`src/rtl/ldl_evt_pend_v1_if.sv`:
```
// Bus bundle for the pending-event collector: event inputs, pending status
// and the served-index valid/ready slot.
interface ldl_evt_pend_v1_if #(
  parameter int BIN_WIDTH = 4,
  parameter int HOT_WIDTH = 1 << BIN_WIDTH,
  parameter int CNT_WIDTH = 8
);
  logic [HOT_WIDTH-1:0] evt;
  logic [HOT_WIDTH-1:0] mask;
  logic                 flush;
  logic [HOT_WIDTH-1:0] pend;
  logic                 pend_any;
  logic                 o_valid;
  logic                 o_ready;
  logic [BIN_WIDTH-1:0] o_idx;
  logic [CNT_WIDTH-1:0] drop_cnt;

  // Event producer / index consumer side
  modport master (
    output evt, mask, flush, o_ready,
    input  pend, pend_any, o_valid, o_idx, drop_cnt
  );

  // Collector side
  modport slave (
    input  evt, mask, flush, o_ready,
    output pend, pend_any, o_valid, o_idx, drop_cnt
  );
endinterface

```
`src/rtl/ldl_evt_pend_v1.sv`:
```
// Pending-event collector: latches event pulses into sticky pending bits and
// serves them lowest-index-first as a binary index over valid/ready.
module ldl_evt_pend_v1 #(
  parameter int BIN_WIDTH = 4,
  parameter int HOT_WIDTH = 1 << BIN_WIDTH,
  parameter int CNT_WIDTH = 8
) (
  input  logic clk,
  input  logic rst,
  ldl_evt_pend_v1_if.slave bus
);

  logic [HOT_WIDTH-1:0] pend_q;
  logic                 pend_any_q;
  logic                 valid_q;
  logic [BIN_WIDTH-1:0] idx_q;
  logic [CNT_WIDTH-1:0] drop_q;

  logic [HOT_WIDTH-1:0] acc;
  logic [HOT_WIDTH-1:0] clr;
  logic [HOT_WIDTH-1:0] pend_next;
  logic [HOT_WIDTH-1:0] drop_vec;
  logic [BIN_WIDTH-1:0] sel;
  logic                 load;

  // Scanning downward lets the lowest set bit overwrite higher ones.
  always_comb begin
    sel = '0;
    for (int i = HOT_WIDTH - 1; i >= 0; i--) begin
      if (pend_q[i]) sel = BIN_WIDTH'(i);
    end
  end

  // A new event on the bit being loaded re-arms it rather than counting as a drop.
  always_comb begin
    acc       = bus.evt & ~bus.mask;
    load      = pend_any_q & (~valid_q | bus.o_ready);
    clr       = load ? (HOT_WIDTH'(1) << sel) : '0;
    pend_next = (pend_q & ~clr) | acc;
    drop_vec  = acc & pend_q & ~clr;
  end

  always_ff @(posedge clk) begin
    if (rst) begin
      pend_q     <= '0;
      pend_any_q <= 1'b0;
      valid_q    <= 1'b0;
      idx_q      <= '0;
      drop_q     <= '0;
    end else if (bus.flush) begin
      pend_q     <= '0;
      pend_any_q <= 1'b0;
      valid_q    <= 1'b0;
    end else begin
      pend_q     <= pend_next;
      pend_any_q <= |pend_next;
      if (load) begin
        idx_q   <= sel;
        valid_q <= 1'b1;
      end else if (valid_q & bus.o_ready) begin
        valid_q <= 1'b0;
      end
      if ((|drop_vec) && (drop_q != '1)) drop_q <= drop_q + CNT_WIDTH'(1);
    end
  end

  assign bus.pend     = pend_q;
  assign bus.pend_any = pend_any_q;
  assign bus.o_valid  = valid_q;
  assign bus.o_idx    = idx_q;
  assign bus.drop_cnt = drop_q;

endmodule
```
`src/flat_wrapper.sv`:
```
// flat-port wrapper written by rule: the top's interface ports become plain ports
module ldl_evt_pend_v1_flat 
#(
  parameter int BIN_WIDTH = 4,
  parameter int HOT_WIDTH = 1 << BIN_WIDTH,
  parameter int CNT_WIDTH = 8
)
  (clk, rst, bus_evt, bus_mask, bus_flush, bus_o_ready, bus_pend, bus_pend_any, bus_o_valid, bus_o_idx, bus_drop_cnt);
  ldl_evt_pend_v1_if #(.BIN_WIDTH(BIN_WIDTH), .HOT_WIDTH(HOT_WIDTH), .CNT_WIDTH(CNT_WIDTH)) bus_i ();
  input  logic clk;
  input  logic rst;
  input wire logic [$bits(bus_i.evt)-1:0] bus_evt;
  input wire logic [$bits(bus_i.mask)-1:0] bus_mask;
  input wire logic [$bits(bus_i.flush)-1:0] bus_flush;
  input wire logic [$bits(bus_i.o_ready)-1:0] bus_o_ready;
  output wire logic [$bits(bus_i.pend)-1:0] bus_pend;
  output wire logic [$bits(bus_i.pend_any)-1:0] bus_pend_any;
  output wire logic [$bits(bus_i.o_valid)-1:0] bus_o_valid;
  output wire logic [$bits(bus_i.o_idx)-1:0] bus_o_idx;
  output wire logic [$bits(bus_i.drop_cnt)-1:0] bus_drop_cnt;
  assign bus_i.evt = bus_evt;
  assign bus_i.mask = bus_mask;
  assign bus_i.flush = bus_flush;
  assign bus_i.o_ready = bus_o_ready;
  assign bus_pend = bus_i.pend;
  assign bus_pend_any = bus_i.pend_any;
  assign bus_o_valid = bus_i.o_valid;
  assign bus_o_idx = bus_i.o_idx;
  assign bus_drop_cnt = bus_i.drop_cnt;
  ldl_evt_pend_v1 #(.BIN_WIDTH(BIN_WIDTH), .HOT_WIDTH(HOT_WIDTH), .CNT_WIDTH(CNT_WIDTH)) u_core (.clk(clk), .rst(rst), .bus(bus_i));
endmodule
```
`config.mk`:
```
export PLATFORM = sky130hd
export DESIGN_NAME = ldl_evt_pend_v1_flat
export DESIGN_NICKNAME = d
export VERILOG_FILES = /design/src/rtl/ldl_evt_pend_v1_if.sv /design/src/rtl/ldl_evt_pend_v1.sv /design/src/flat_wrapper.sv
export SDC_FILE = /design/constraint.sdc
export NUM_CORES = 1
export LEC_CHECK = 0
export CORE_ASPECT_RATIO = 0.5
export CORE_UTILIZATION = 45
export CTS_BUF_LIST = sky130_fd_sc_hd__clkbuf_4
export CTS_CLUSTER_DIAMETER = 120
export DETAILED_ROUTE_END_ITERATION = 8
export PLACE_DENSITY = 0.78
export SLEW_MARGIN = 20
export SYNTH_ARGS = -nofsm -noshare
export SYNTH_HDL_FRONTEND = slang
export SYNTH_SLANG_ARGS = --single-unit
```
`constraint.sdc`:
```
create_clock -name clk -period 7.1 [get_ports clk]
set_input_delay 2.13 -clock clk [delete_from_list [all_inputs] [get_ports clk]]
set_output_delay 2.13 -clock clk [all_outputs]
set_load 0.01 [all_outputs]
```
==> impl_metrics.ini <==
[detailed_routing]
via_per_inst = 5.87
postRouteAntennaNets = 0
drc_errors = 0
drt-wirelength-per-cell_um = 15.9
dr.pass1.iters = 4
vias = 2191
first_iter_violations = 251
drt-total-wl_um = 5950

[layout]
finalNetCount = 355
diodes = 0
area_growth_pct = 37.8
drive_gt1_share_pct = 6.58
nFillCells = 347

[sta]
whs_ns = 0.490
slew_viol_final = 0
min_period_ns = 4.78
final-setup-viol-count = 0
max_freq_mhz = 209
finClkSkew_ns = 0.0175
post-route-period-util_pct = 67.3
hold_viol = 0
worst-slew-pin-transition_ns = 0.672
fin_setup_tns_ns = 0
setup_ws_ns = 2.32
slew_headroom_pct = 54.8
rsz0062_at_grt = no

[critical_path]
worstSetupPathType = primary input to flop
cp_max_fo = 13
reg2reg_to = u_core.bus.drop_cnt[4]
critical_path_required_ns = 7.33
rr_worst_depth = 9
start_kind = primary input
r2r_start = u_core.bus.pend[12]
cp.arrival_ns = 5.01
end_kind = flop
reg2reg_slack_ns = 3.84

[logic_synthesis]
ys.flop_type = dfxtp_1
synthesis.nets = 291
synthCells = 254
synth.area.top_cells = dfxtp_1, nor2b_1, nand2_1, a21oi_1, nor2_1
yosysTopAreaCell = dfxtp_1
ys_ff_latch = 30
avgSynthCellArea_um2 = 7.71
synth_area_um2 = 1960
synth_top_area_share_pct = 30.7
synth_seq_area_share_pct = 30.7
synth_edf_count = 0
yosysWarnings = 0
async_flop_share_pct = 0
yosysUniqueCellTypes = 53

[cts]
h-tree-depth = 2
clock_sinks = 30
cts_buffers = 5
ctsResizeCount = 0
worstSkewPairLatency_ns = 0.34
cts_max_path_buffers = 2
cts-root-buf = clkbuf_4
cts_tree = done
path_clk_slew_ns = 0.10
post_cts.repair.setup_buffers = 0
cts-hold-fix-buffers = 0

[hold_path]
holdPathEnd = u_core.bus.o_idx[1]
min_path_cells = 2
holdCritPathClass = flop to flop
worstHoldStart = u_core.bus.o_idx[1]

[place]
place_congestion = 0.979
port-buffer-count = 65
pre_cts_ws_ns = 2.01
hpwl_um = 4620

[global_route]
grt_use_total_pct = 26.9
grt_pass1_wl_um = 9480
grt_pass1_vias = 1922
grt_start_max_net_pins = 19
grt_overflow = 0
grt_antenna_before_repair = 0

[floorplan]
row_count = 16
die_y_um = 48.6
die_area_um2 = 4640
core_area_um2 = 4020
start_util_pct = 48.7
fp.dieW_um = 95.3
io_pins = 66

[flow_run]
drv_cap = 0

[power]
peakVddDrop_mv = 0.0934
power.leakage_nw = 0.956
power_density_nw_per_um2 = 146

[outcome]
status = finished clean
[cells by family after synthesis]
logic type,share of synthesized area (%)
and+or+nand+nor,38.7
AOI/OAI and AO/OA,22.2
DFF,30.7
buffers and inverters,3.32
muxes,3.96
adders and majority gates,1.15
[cells in the mapped netlist (all sizes together), types with 2 or more instances]
master,instances
or3,4
a22o,2
nor4,11
o211ai,6
nor2b,19
mux2,6
o21ai,12
nor3,5
nand2b,7
nand3b,2
inv,9
and2,2
o221ai,3
clkbuf,7
a211oi,2
nand4,4
o311ai,2
nor2,27
and4,3
or4,2
or2,5
o21a,3
nand3,7
dfxtp,30
nand2,31
a21oi,20
nor3b,2
o31ai,2
a21o,3
[cells in the final DEF (no fill, tap or decap), drive strengths merged, types with 3 or more instances in the layout]
cell type | netlist | final
a21o | 3 | 3
a21oi | 20 | 20
and4 | 3 | 3
clkbuf | 7 | 5
clkdlybuf4s50 | 0 | 65
dfxtp | 30 | 30
inv | 9 | 9
mux2 | 6 | 6
nand2 | 31 | 31
nand2b | 7 | 7
nand3 | 7 | 7
nand4 | 4 | 4
nor2 | 27 | 27
nor2b | 19 | 19
nor3 | 5 | 5
nor4 | 11 | 11
o211ai | 6 | 6
o21a | 3 | 3
o21ai | 12 | 12
o221ai | 3 | 3
or2 | 5 | 5
or3 | 4 | 4
[worst max path at each step]
stage | startpoint | slack [ns] | endpoint
after detailed placement | bus_o_ready | 2.01 | u_core.bus.drop_cnt[6]
after global routing | bus_o_ready | 2.11 | u_core.bus.drop_cnt[6]
after floorplan | bus_o_ready | 2.89 | u_core.bus.drop_cnt[4]
final | bus_o_ready | 2.32 | u_core.bus.drop_cnt[4]
after global placement | bus_o_ready | 2.09 | u_core.bus.drop_cnt[4]
after CTS | bus_o_ready | 2.37 | u_core.bus.drop_cnt[6]
[worst max-delay path: stages]
cell	delay, ns
clkdlybuf4s50_1	0.46
nand2b_1	0.14
nand2_1	0.24
nor3b_1	0.63
nand2_1	0.11
o221ai_1	0.20
nand4_1	0.15
nor4_4	0.46
nor4_1	0.15
mux2_1	0.33
[layer usage]
metal | track usage (%) | up-vias | part of all wire, %
met3 | 7.86 | 6 | 9.2
met1 | 38.6 | 1031 | 48
met4 | 6.82 | 0 | 0.89
met5 | 0 | - | 0
li1 | - | 1065 | -
met2 | 38.9 | 89 | 42
[report_power, final]
part	switching (mW)	leakage, nW	internal (mW)
Combinational	0.0574	0.683	0.0530
Clock	0.0621	0.0286	0.0368
Sequential	0.00994	0.244	0.174
[state kept, by name, indices dropped and copies added (netlist names)]
name / flops
u_core.bus.drop_cnt: 8
u_core.bus.o_idx: 4
u_core.bus.o_valid: 1
u_core.bus.pend_any: 1
u_core.bus.pend: 16
[stage by stage]
stage / utilization (%) / cells / total power [mW] / instance area [um2]
after CTS: 67.1 / 373 / 0.394 / 2700
after detailed placement: 65.7 / 365 / 0.295 / 2650
after global placement: 65.7 / 365 / 0.295 / 2650
final: 67.1 / 373 / 0.393 / 2700
after floorplan: - / 254 / 0.248 / 1960
after global routing: 67.1 / 373 / 0.415 / 2700
[final cells by class]
| cell class | count | area, um2 | area share, % |
|---|---|---|---|
| inverters | 9 | 33.8 | 1.25 |
| clock inverters | 3 | 16.3 | 0.603 |
| clock buffers | 5 | 37.5 | 1.39 |
| repair buffers | 65 | 651 | 24.1 |
| multi-input cells | 207 | 1290 | 47.9 |
| flip-flops and latches | 30 | 601 | 22.3 |
| well taps | 54 | 67.6 | 2.50 |
Power figures use the tool's default switching activity.
==> edit 1 (same settings) <==
`CNT_WIDTH` is set to 8 in 3 places; all go to 12.
--- a/src/rtl/ldl_evt_pend_v1_if.sv
+++ b/src/rtl/ldl_evt_pend_v1_if.sv
@@ -3,7 +3,7 @@
 interface ldl_evt_pend_v1_if #(
   parameter int BIN_WIDTH = 4,
   parameter int HOT_WIDTH = 1 << BIN_WIDTH,
-  parameter int CNT_WIDTH = 8
+  parameter int CNT_WIDTH = 12
 );
   logic [HOT_WIDTH-1:0] evt;
   logic [HOT_WIDTH-1:0] mask;
--- a/src/rtl/ldl_evt_pend_v1.sv
+++ b/src/rtl/ldl_evt_pend_v1.sv
@@ -3,7 +3,7 @@
 module ldl_evt_pend_v1 #(
   parameter int BIN_WIDTH = 4,
   parameter int HOT_WIDTH = 1 << BIN_WIDTH,
-  parameter int CNT_WIDTH = 8
+  parameter int CNT_WIDTH = 12
 ) (
   input  logic clk,
   input  logic rst,
--- a/src/flat_wrapper.sv
+++ b/src/flat_wrapper.sv
@@ -3,7 +3,7 @@
 #(
   parameter int BIN_WIDTH = 4,
   parameter int HOT_WIDTH = 1 << BIN_WIDTH,
-  parameter int CNT_WIDTH = 8
+  parameter int CNT_WIDTH = 12
 )
   (clk, rst, bus_evt, bus_mask, bus_flush, bus_o_ready, bus_pend, bus_pend_any, bus_o_valid, bus_o_idx, bus_drop_cnt);
   ldl_evt_pend_v1_if #(.BIN_WIDTH(BIN_WIDTH), .HOT_WIDTH(HOT_WIDTH), .CNT_WIDTH(CNT_WIDTH)) bus_i ();
Ports: changed (resized bus_drop_cnt); port bits go from 66 to 70. No check against the original RTL was run, so the function may have changed too.
==> edit 1 against the original RTL <==
- die area is 2.3% higher
- first-iteration DRC count is 11% lower
- largest power group unchanged
- sequential share of layout area is 2.4 points higher
- design area is 2.5% higher
- total power is 16% higher
- setup slack better by 0.21 ns
- area after synthesis is 2.4% higher
- count of clock-buffer cells in the layout stayed put
- global-route usage hardly changed
- routed wire length is 1.7% higher
- sequential cell count is 4 higher
- clock power is 52% higher
- combinational power is 11% lower
==> edit 1: results (changes against the original RTL) <==
OUTCOME
---------------------------------------------------------------------------
Status                                                         finished clean

MIN PATH
---------------------------------------------------------------------------
Start point of the worst min-delay path                        u_core.bus.drop_cnt[7]
Terminating pin of the worst hold path                         u_core.bus.drop_cnt[7]

PLACE
---------------------------------------------------------------------------
Worst slack at placement                                            2.21 ns   +0.194 ns
Gp weighted congestion                                                0.992   +1.3%
Number of cells after detailed placement                                374   +2.5%
Port buffer count                                                        69   +6.2%
Final HPWL from detailed placement                                  4610 µm   -0.23%

DRT
---------------------------------------------------------------------------
First drt pass iteration count                                            5   +1
Met3 Routed Length                                                   521 µm   -4.4%
Post-DR vias/cell                                                      5.88   about the same
Number of DRC violations after detailed-routing iteration 0             223   -11%
Wire per inst                                                       15.8 µm   -0.73%
Routed length on met2                                               2790 µm   +11%
Metal1 wirelength                                                   2690 µm   -5.1%

GLOBAL ROUTING
---------------------------------------------------------------------------
Routing usage on met3                                                 7.63%   -0.23 points
Met1 capacity usage during global routing                             35.3%   -3.3 points
First-pass GRT wire length                                          9560 µm   +0.80%
Via count of the first global-routing pass                            2,023   +5.3%
Total track usage                                                     26.9%   about the same

FINAL LAYOUT
---------------------------------------------------------------------------
Number of nets in the finished design                                   364   +2.5%
Non-Filler Instances                                                    382   +2.4%

SYNTH
---------------------------------------------------------------------------
Number of unique standard cell types used by synthesis                   51   -3.8%
Syn_nets                                                                301   +3.4%
Share of synthesized area occupied by flip-flops and latches          34.0%   +3.3 points

SETUP PATH
---------------------------------------------------------------------------
Endpoint of the worst register-to-register path                u_core.bus.drop_cnt[11]

STA
---------------------------------------------------------------------------
Slew at the pin with the worst max-slew slack                      0.610 ns   -0.0619 ns

POWER AND IR DROP
---------------------------------------------------------------------------
Peak ir drop on the vdd network                                   0.0998 mV   +6.8%

edit 1: cell count changes after synthesis, sizes merged, moves of 6 or more:
cell	before	now
buf	1	8
nand2	31	24
and3	1	7
a31oi	1	8
a21oi	20	33
mux2	6	0
edit 1: through the flow:
step | power, mW | utilization (%) | cell area [µm²] | hold slack, ns
2_1_floorplan | 0.266 | - | 2000 | 0.494
3_3_place_gp | 0.304 | 65.7 | 2680 | 0.468
3_5_place_dp | 0.305 | 65.7 | 2680 | 0.482
4_1_cts | 0.453 | 67.7 | 2770 | 0.499
5_1_grt | 0.474 | 67.7 | 2770 | 0.525
6_report | 0.454 | 67.7 | 2770 | 0.498
edit 1: report_power, final:
part | switching, mW | internal, mW | total, mW
Combinational | 0.0499 | 0.0477 | 0.0976
Clock | 0.0766 | 0.0739 | 0.150
Sequential | 0.00989 | 0.196 | 0.206
edit 1: kinds of logic after synthesis:
logic type,Yosys count,synth area share [%]
multiplexers,1,0.499
flip-flops,34,34.0
buffers and inverters,20,5.31
XOR/XNOR,1,0.437
AND/OR/NAND/NOR,126,34.1
AO/OA/AOI/OAI,81,25.0
adder cells (fa/ha/maj),1,0.624
edit 1: layout make-up:
type / instances / area (µm²)
repair buffers: 69 / 691
clock buffers: 5 / 37.5
clock inverters: 3 / 45.0
inverters: 7 / 26.3
well taps: 54 / 67.6
multi-input cells: 210 / 1220
flip-flops and latches: 34 / 681
fillers: 357 / 1320
edit 1: worst max-delay path: cells and delay by family:
family,cells,cell delay (ns)
AOI/OAI and AO/OA,4,0.96
buffers and inverters,1,0.39
and+or+nand+nor,5,1.37
==> edit 2 (config.mk and constraints unchanged) <==
Without the edit above. Reset style: asynchronous (`rst`), changed in one clocked block.
--- a/src/rtl/ldl_evt_pend_v1.sv
+++ b/src/rtl/ldl_evt_pend_v1.sv
@@ -40,7 +40,7 @@
     drop_vec  = acc & pend_q & ~clr;
   end
 
-  always_ff @(posedge clk) begin
+  always_ff @(posedge clk or posedge rst) begin
     if (rst) begin
       pend_q     <= '0;
       pend_any_q <= 1'b0;
Formal check against the unedited RTL: differs if rst is asserted again (counterexample within 4 cycles, from zero or initial values and one cycle with rst high); with rst held inactive, the same outputs for 10 cycles.
==> edit 2 against the original RTL <==
- routed wire length up 12%
- design area increased by 1.7%
- die area grew 1.4%
- utilization rose by 0.48 points
- clock skew fell by 0.0073 ns
- critical endpoint is now u_core.bus.drop_cnt[1]
- largest cell class unchanged
- setup slack gained 0.043 ns
- sequential share of layout area rose by 5.1 points
- register-to-register slack got worse by 0.15 ns
- sequential cell count stayed put
- area after synthesis is 1.5% higher
Power is not compared: it rests on default switching activity, and its combinational part moved more than twofold at a synthesized area within 25%.
==> edit 2: results (changes against the original RTL) <==
PLACE
---------------------------------------------------------------------------
Gp weighted congestion                                                0.937   -4.4%
Worst slack at placement                                            2.10 ns   +0.0854 ns
Cell area after placement                                       0.00269 mm²   +1.8%
Number of cells after detailed placement                                349   -4.4%
Final HPWL from detailed placement                                  5230 µm   +13%

STA
---------------------------------------------------------------------------
Setup clock skew after layout                                     0.0103 ns   -0.00725 ns
Max_slew headroom                                                     44.5%   -10 points

GLOBAL ROUTING
---------------------------------------------------------------------------
Via count of the first global-routing pass                            2,032   +5.7%
Initial antenna violation count                                           1   +1
Largest net degree at the start of global routing                        31   +12
First-pass GRT wire length                                        10,500 µm   +11%
Total track usage                                                     30.8%   +3.9 points

FINAL LAYOUT
---------------------------------------------------------------------------
Non-Filler Instances                                                    356   -4.6%
Fraction of final layout cells sized beyond drive strength 1          7.28%   +0.70 points
Number of nets in the finished design                                   339   -4.5%

DRT
---------------------------------------------------------------------------
Met3 Routed Length                                                   682 µm   +25%
Routed length on met2                                               2890 µm   +15%
Number of DRC violations after detailed-routing iteration 0             195   -22%
Wire per inst                                                       18.7 µm   +17%
First drt pass iteration count                                            5   +1
Metal1 wirelength                                                   3020 µm   +6.3%
Overall via count from detail_route                                   2,108   -3.8%

SYNTH
---------------------------------------------------------------------------
Number of unique standard cell types used by synthesis                   58   +9.4%
Synth Area per Inst                                                8.49 µm²   +10%
Cell types occupying the most area after synthesis             dfrtp_1 38%, nor2_1 6.4%, a21oi_1 5.8%
Dominant register cell in the synthesized netlist                   dfrtp_1
Syn_nets                                                                271   -6.9%
List of most frequent post-synthesis cells                     34 x nor2_1, 30 x dfrtp_1, 25 x nand2_1
FFs w/ async S/R, synth                                                100%   +100 points

MIN PATH
---------------------------------------------------------------------------
Hold-critical path depth                                                  1   -1

OUTCOME
---------------------------------------------------------------------------
Status                                                         finished clean

SETUP PATH
---------------------------------------------------------------------------
Worst path max stage delay                                          0.69 ns   +0.06 ns
Register-to-Register Path Depth                                           8   -1
Max FO, Critical Path                                                     9   -4

[edit 2: cell types whose count changed in the layout (fill, tap and decap cells not counted), sizes merged, moves of 6 or more]
cell | before | now
dfrtp | 0 | 30
dfxtp | 30 | 0
nand2 | 31 | 25
nor2 | 27 | 34
nor2b | 19 | 13
nor4 | 11 | 5
o21ai | 12 | 4
[edit 2: cell families after synthesis]
logic type      share of synthesized area (%)
mux                                      1.89
xor+xnor                                 2.64
flops                                    37.8
fa+ha+maj                                1.13
buf+inv                                  2.52
simple gates                             31.4
compound gates                           22.7
[edit 2: final timing paths]
| kind | startpoint | slack [ns] | to |
|---|---|---|---|
| setup / recovery | bus_o_ready | 2.36 | u_core.bus.drop_cnt[1] |
| hold / removal | u_core.bus.drop_cnt[7] | 0.50 | u_core.bus.drop_cnt[7] |
| setup reg to reg | u_core.bus.pend[0] | 3.69 | u_core.bus.drop_cnt[1] |
| hold reg to reg | u_core.bus.drop_cnt[7] | 0.50 | u_core.bus.drop_cnt[7] |
| max in group asynchronous | rst | 4.63 | u_core.bus.pend[11] |
| min in group asynchronous | rst | 2.18 | u_core.bus.drop_cnt[5] |
[edit 2: layout make-up]
class | count | area [µm²] | share of cell area (%)
clock buffers | 7 | 52.6 | 1.91
inverters | 8 | 30.0 | 1.09
multi-input cells | 191 | 1190 | 43.2
flip-flops and latches | 30 | 751 | 27.3
well taps | 54 | 67.6 | 2.46
repair buffers | 66 | 658 | 24.0
[edit 2: routing by layer]
layer / vias to the layer above / track usage (%)
li1: 990 / -
met1: 1002 / 44.6
met2: 107 / 45.5
met3: 9 / 8.26
met4: 0 / 6.97
met5: - / 0
[edit 2: where the power goes]
group	internal, mW	switching, mW
clock network	0.0450	0.0604
registers	0.199	0.0408
logic	0.123	0.118
total	0.367	0.219
